`src/rtl/zip_alu_pipe.sv`:
```
// Parametrised ZipCPU execute-stage ALU with a full-width multiplier.
// Single-cycle ops register their result directly; a multi-cycle multiply holds o_busy until it retires.
module zip_alu_pipe #(
  parameter int DW        = 32,
  parameter int MPY_LAT   = 3,
  parameter int SAT_SHIFT = 1
) (
  input  logic          i_clk,
  input  logic          i_rst,
  input  logic          i_ce,
  input  logic [3:0]    i_op,
  input  logic [DW-1:0] i_a,
  input  logic [DW-1:0] i_b,
  output logic [DW-1:0] o_c,
  output logic [3:0]    o_f,
  output logic          o_valid,
  output logic          o_busy
);

  localparam int            LW     = $clog2(DW);
  localparam logic [DW-1:0] DW_N   = {{(DW-LW-1){1'b0}}, (LW+1)'(DW)};
  localparam logic [DW-1:0] ONE    = DW'(1);
  localparam logic [2:0]    LAT_M1 = 3'(MPY_LAT - 1);

  logic [DW-1:0]   c_q, mpy_q;
  logic [3:0]      f_q;
  logic            valid_q, busy_q;
  logic [2:0]      cnt_q;

  logic [DW-1:0]   c_d, n_sh, mpy_sel, mpy_hi_s;
  logic [3:0]      f_d;
  logic            cf, vf, is_mpy;
  logic [DW:0]     sum, dif;
  logic [2*DW-1:0] prod_u;

  // One unsigned multiplier; the signed high half is corrected from it.
  always_comb begin
    prod_u   = {{DW{1'b0}}, i_a} * {{DW{1'b0}}, i_b};
    mpy_hi_s = prod_u[2*DW-1:DW] - (i_a[DW-1] ? i_b : '0) - (i_b[DW-1] ? i_a : '0);
    mpy_sel  = '0;
    if (MPY_LAT != 0) begin
      case (i_op)
        4'hA:    mpy_sel = prod_u[2*DW-1:DW];
        4'hB:    mpy_sel = mpy_hi_s;
        default: mpy_sel = prod_u[DW-1:0];
      endcase
    end
  end

  assign is_mpy = (i_op == 4'hA) || (i_op == 4'hB) || (i_op == 4'hC);

  always_comb begin
    sum  = {1'b0, i_a} + {1'b0, i_b};
    dif  = {1'b0, i_a} - {1'b0, i_b};
    n_sh = (SAT_SHIFT != 0) ? i_b : {{(DW-LW){1'b0}}, i_b[LW-1:0]};
    c_d  = '0;
    cf   = 1'b0;
    vf   = 1'b0;
    case (i_op)
      4'h0: begin
        c_d = dif[DW-1:0];
        cf  = dif[DW];
        vf  = (i_a[DW-1] != i_b[DW-1]) && (dif[DW-1] != i_a[DW-1]);
      end
      4'h1: c_d = i_a & i_b;
      4'h2: begin
        c_d = sum[DW-1:0];
        cf  = sum[DW];
        vf  = (i_a[DW-1] == i_b[DW-1]) && (sum[DW-1] != i_a[DW-1]);
      end
      4'h3: c_d = i_a | i_b;
      4'h4: c_d = i_a ^ i_b;
      4'h5: begin
        c_d = (n_sh == '0) ? i_a : '0;
        if (n_sh != '0 && n_sh <= DW_N) begin
          c_d = i_a >> n_sh;
          cf  = |(i_a & (ONE << (n_sh - ONE)));
        end
        vf = c_d[DW-1] != i_a[DW-1];
      end
      4'h6: begin
        c_d = (n_sh == '0) ? i_a : '0;
        if (n_sh != '0 && n_sh <= DW_N) begin
          c_d = i_a << n_sh;
          cf  = |(i_a & (ONE << (DW_N - n_sh)));
        end
        vf = c_d[DW-1] != i_a[DW-1];
      end
      4'h7: begin
        if (n_sh == '0) begin
          c_d = i_a;
        end else if (n_sh < DW_N) begin
          c_d = $signed(i_a) >>> n_sh;
          cf  = |(i_a & (ONE << (n_sh - ONE)));
        end else begin
          c_d = {DW{i_a[DW-1]}};
          cf  = i_a[DW-1];
        end
      end
      4'h8: for (int i = 0; i < DW; i++) c_d[i] = i_b[DW-1-i];
      4'h9: c_d = {i_a[DW-1:DW/2], i_b[DW/2-1:0]};
      4'hA, 4'hB, 4'hC: c_d = mpy_sel;
      default: c_d = i_b;
    endcase
    f_d = {vf, c_d[DW-1], cf, ~|c_d};
  end

  // The multiply result is captured at accept and released when the latency counter expires.
  always_ff @(posedge i_clk) begin
    if (i_rst) begin
      c_q     <= '0;
      f_q     <= '0;
      valid_q <= 1'b0;
      busy_q  <= 1'b0;
      cnt_q   <= '0;
      mpy_q   <= '0;
    end else begin
      valid_q <= 1'b0;
      if (busy_q) begin
        if (cnt_q == 3'd1) begin
          busy_q  <= 1'b0;
          valid_q <= 1'b1;
          c_q     <= mpy_q;
          f_q     <= {1'b0, mpy_q[DW-1], 1'b0, ~|mpy_q};
        end else begin
          cnt_q <= cnt_q - 3'd1;
        end
      end else if (i_ce) begin
        if (is_mpy && MPY_LAT >= 2) begin
          busy_q <= 1'b1;
          cnt_q  <= LAT_M1;
          mpy_q  <= mpy_sel;
        end else begin
          valid_q <= 1'b1;
          c_q     <= c_d;
          f_q     <= f_d;
        end
      end
    end
  end

  assign o_c     = c_q;
  assign o_f     = f_q;
  assign o_valid = valid_q;
  assign o_busy  = busy_q;

endmodule

```
`config.mk`:
```
export PLATFORM = sky130hd
export DESIGN_NAME = zip_alu_pipe
export DESIGN_NICKNAME = d
export VERILOG_FILES = /design/src/rtl/zip_alu_pipe.sv
export SDC_FILE = /design/constraint.sdc
export NUM_CORES = 2
export LEC_CHECK = 0
export CORE_MARGIN = 2
export CORE_UTILIZATION = 50
export DETAILED_ROUTE_END_ITERATION = 7
export PLACE_DENSITY = 0.73
export SLEW_MARGIN = 20
export SYNTH_ARGS = -nofsm -noshare
export SYNTH_HDL_FRONTEND = slang
export SYNTH_SLANG_ARGS = --single-unit
```
`constraint.sdc`:
```
create_clock -name i_clk -period 34.5 [get_ports i_clk]
set_input_delay 5.175 -clock i_clk [delete_from_list [all_inputs] [get_ports i_clk]]
set_output_delay 5.175 -clock i_clk [all_outputs]
set_load 0.02 [all_outputs]
```
==> flow_summary.json <==
{
  "syn_to_final_growth_pct": 6.42,
  "htree_levels": 3,
  "syn_area_um2": 51100,
  "worstMarginPinSlew_ns": 1.55,
  "die_h_um": 324,
  "reg2regPathDepth": 14,
  "critPathTopFamily": "adder cells",
  "hp-start": "o_c[11]",
  "hold_violations": 0,
  "cts_setup_buffers": 0,
  "cts_buffers": 9,
  "yosysTopAreaCellShare": 0.364,
  "fmax_mhz": 47.9,
  "die-area_um2": 105000,
  "insertion_delay_ns": 0.34,
  "nets": 7767,
  "min_to": "o_c[11]",
  "clk_transition_reported_paths_ns": 0.06,
  "cpMaxStageDelayCell": "clkinv_1",
  "cap_violations": 1,
  "hpwl_mm": 225,
  "finalCriticalPeriod_ns": 20.86,
  "vias": 54600,
  "clock_path_buffers": 2,
  "setup_viol": 0,
  "grt_usage": 0.566,
  "synth-seq-cells": 72,
  "rsz0062_at_grt": "no",
  "violations": "design-rule violations, max-capacitance violations, max-slew violations",
  "firstDrtPassIters": 8,
  "routed_wl_mm": 296,
  "vias_per_cell": 7.03,
  "crit_path_max_fanout": 14,
  "cts_hold_buf": 0,
  "hold_depth": 2,
  "slew_headroom": -0.0418,
  "final.period_utilization": 0.605,
  "setup_tns_ns": 0,
  "antenna_found_initial": 38,
  "core_area_um2": 102000,
  "ant_nets": 0,
  "gp_congestion": 1.20,
  "rr_startpoint": "o_busy",
  "ctsResizeCount": 0,
  "min_path_type": "reg -> reg",
  "yosysTopAreaCell": "fa_1",
  "wl_per_cell_um": 38.1,
  "end_kind": "register",
  "cp_common_cell": "fa_1",
  "ys_warn_count": 0,
  "ys.flop_type": "dfxtp_1",
  "status": "complete, but fails checks",
  "syn_nets": 7872,
  "cp_slowest_stage_delay_ns": 1.11,
  "io-pin-count": 109,
  "r2r_slack_ns": 29.78,
  "tritoncts": "built",
  "overflow": 0,
  "grt_pass1_wl_mm": 411,
  "port_buffers": 108,
  "die_w_um": 324,
  "synth_edf_count": 0,
  "grt_pass1_vias": 54700,
  "r2r_end": "o_f[0]",
  "cp_num_buf_inv": 6,
  "final_max_slew_viol_count": 5,
  "cp.arrival_ns": 21.10,
  "start_kind": "primary input",
  "drc": 3,
  "synth_seq_area_share": 0.0282,
  "num_rows": 117,
  "yosys-top-cells-area": "fa_1 (36%), ha_1 (9.7%), inv_1 (7.8%)",
  "drive_above_1_share": 0.0662,
  "start_util": 0.503,
  "synthCells": 6477,
  "root_buffer": "clkbuf_16",
  "avgSynthCellArea_um2": 7.89,
  "clock_skew_ns": 0.00626,
  "synth.distinct_cells": 94,
  "first_iter_violations": 8193,
  "cts_sinks": 72,
  "synthArstFlopShare": 0,
  "worstSetupPathType": "in -> reg",
  "crit_required_ns": 34.75,
  "grt_max_degree": 51
}
-- worst reg2reg max path, cell delays in order, from the launching register on --
cell and delay, ns:
dfxtp_1 0.33, buf_4 0.42, inv_1 0.25, buf_4 0.29, or2_2 0.38, o21ai_2 0.06, buf_4 0.41, o21bai_1 0.11
a2111oi_0 0.39, nand4_1 0.15, nor4_1 0.44, nand4_1 0.13, or4_1 0.42, or4_1 0.49, o41ai_2 0.32
-- layout by cell type (no fill, tap or decap), drive strengths merged, types with 41 or more instances in the layout --
cell type and count:
dfxtp 72, nand3 96, a22oi 41, inv 1054, mux2i 66, a21o 46
clkdlybuf4s50 94, nand2b 41, fa 928, nor4 44, mux4 55, a211oi 60
o211ai 50, nand2 767, buf 246, xnor2 63, nor3 89, a31oi 52
ha 396, nor2 842, nand4 50, o21ai 195, a21oi 295
-- cells in the mapped netlist, types with 16 or more instances --
cell type	count
a2111oi_0	17
a211oi_1	59
a21o_1	46
a21oi_1	295
a221oi_1	37
a22o_1	22
a22oi_1	41
a31oi_1	52
and2_1	21
and3_1	24
buf_1	97
buf_2	20
clkbuf_1	335
clkinv_1	21
dfxtp_1	72
fa_1	928
ha_1	396
inv_1	1055
mux2_2	35
mux2i_1	66
mux4_2	55
nand2_1	767
nand2b_1	41
nand3_1	96
nand4_1	50
nor2_1	839
nor2b_1	22
nor3_1	87
nor4_1	43
o2111ai_1	16
o211ai_1	50
o21a_1	37
o21ai_0	192
o21bai_1	27
o221ai_1	18
o22ai_1	38
o31ai_1	40
or3_1	33
or4_1	23
xnor2_1	63
xor2_1	27
-- cell type report --
class / instances / area, um2
fill: 9676 / 47200
tap: 1368 / 1710
antenna: 21 / 52.6
inverter: 1078 / 4050
sequential: 72 / 1440
clock buffer: 10 / 239
multi-input combinational: 4870 / 44000
clock inverter: 6 / 91.3
timing repair buffer: 341 / 2790
-- worst max-delay path by stage --
stage | from | end | slack [ns] | depth (start not counted)
after detailed placement | i_a[17] | o_f[0] | 14.50 | 40
after global routing | i_a[30] | o_f[0] | 13.87 | 38
after global placement | i_b[20] | o_f[0] | 14.57 | 40
after floorplan | i_b[2] | o_f[0] | 16.93 | 43
final | i_a[30] | o_f[0] | 13.64 | 38
after CTS | i_a[17] | o_f[0] | 14.82 | 40
-- registers in the layout, summed over array words and instances, names as in the netlist --
signal   flops
o_valid      1
o_c         31
cnt_q        3
mpy_q       32
o_f          4
o_busy       1
-- routing by layer --
layer	vias up	global-route usage	routed length, um
met2	5033	0.778	116000
met5	-	0.0116	273
met4	18	0.505	34300
met3	1772	0.279	48500
li1	21000	-	-
met1	26800	0.645	97200
-- logic make-up after synthesis --
kind of cell / Yosys count / synth area share
and+or+nand+nor: 2114 / 0.179
buffers and inverters: 1535 / 0.114
adders and majority gates: 1324 / 0.461
AOI/OAI and AO/OA: 1185 / 0.157
muxes: 156 / 0.0449
xor gates and xnor gates: 91 / 0.0159
DFF: 72 / 0.0282
-- stage by stage --
step | util | setup WS, ns | hold WS, ns | area (um2) | cells
floorplan | - | 16.93 | 0.417 | 51100 | 6477
global placement | 0.530 | 14.57 | 0.428 | 53900 | 7726
detailed placement | 0.531 | 14.50 | 0.438 | 53900 | 7727
CTS | 0.534 | 14.82 | 0.452 | 54200 | 7743
global route | 0.535 | 13.87 | 0.481 | 54300 | 7745
finish | 0.535 | 13.64 | 0.452 | 54400 | 7766
Power is left out: the tool's default activity adds up to more than one toggle a clock period on the data nets, which glitch-free logic cannot reach.
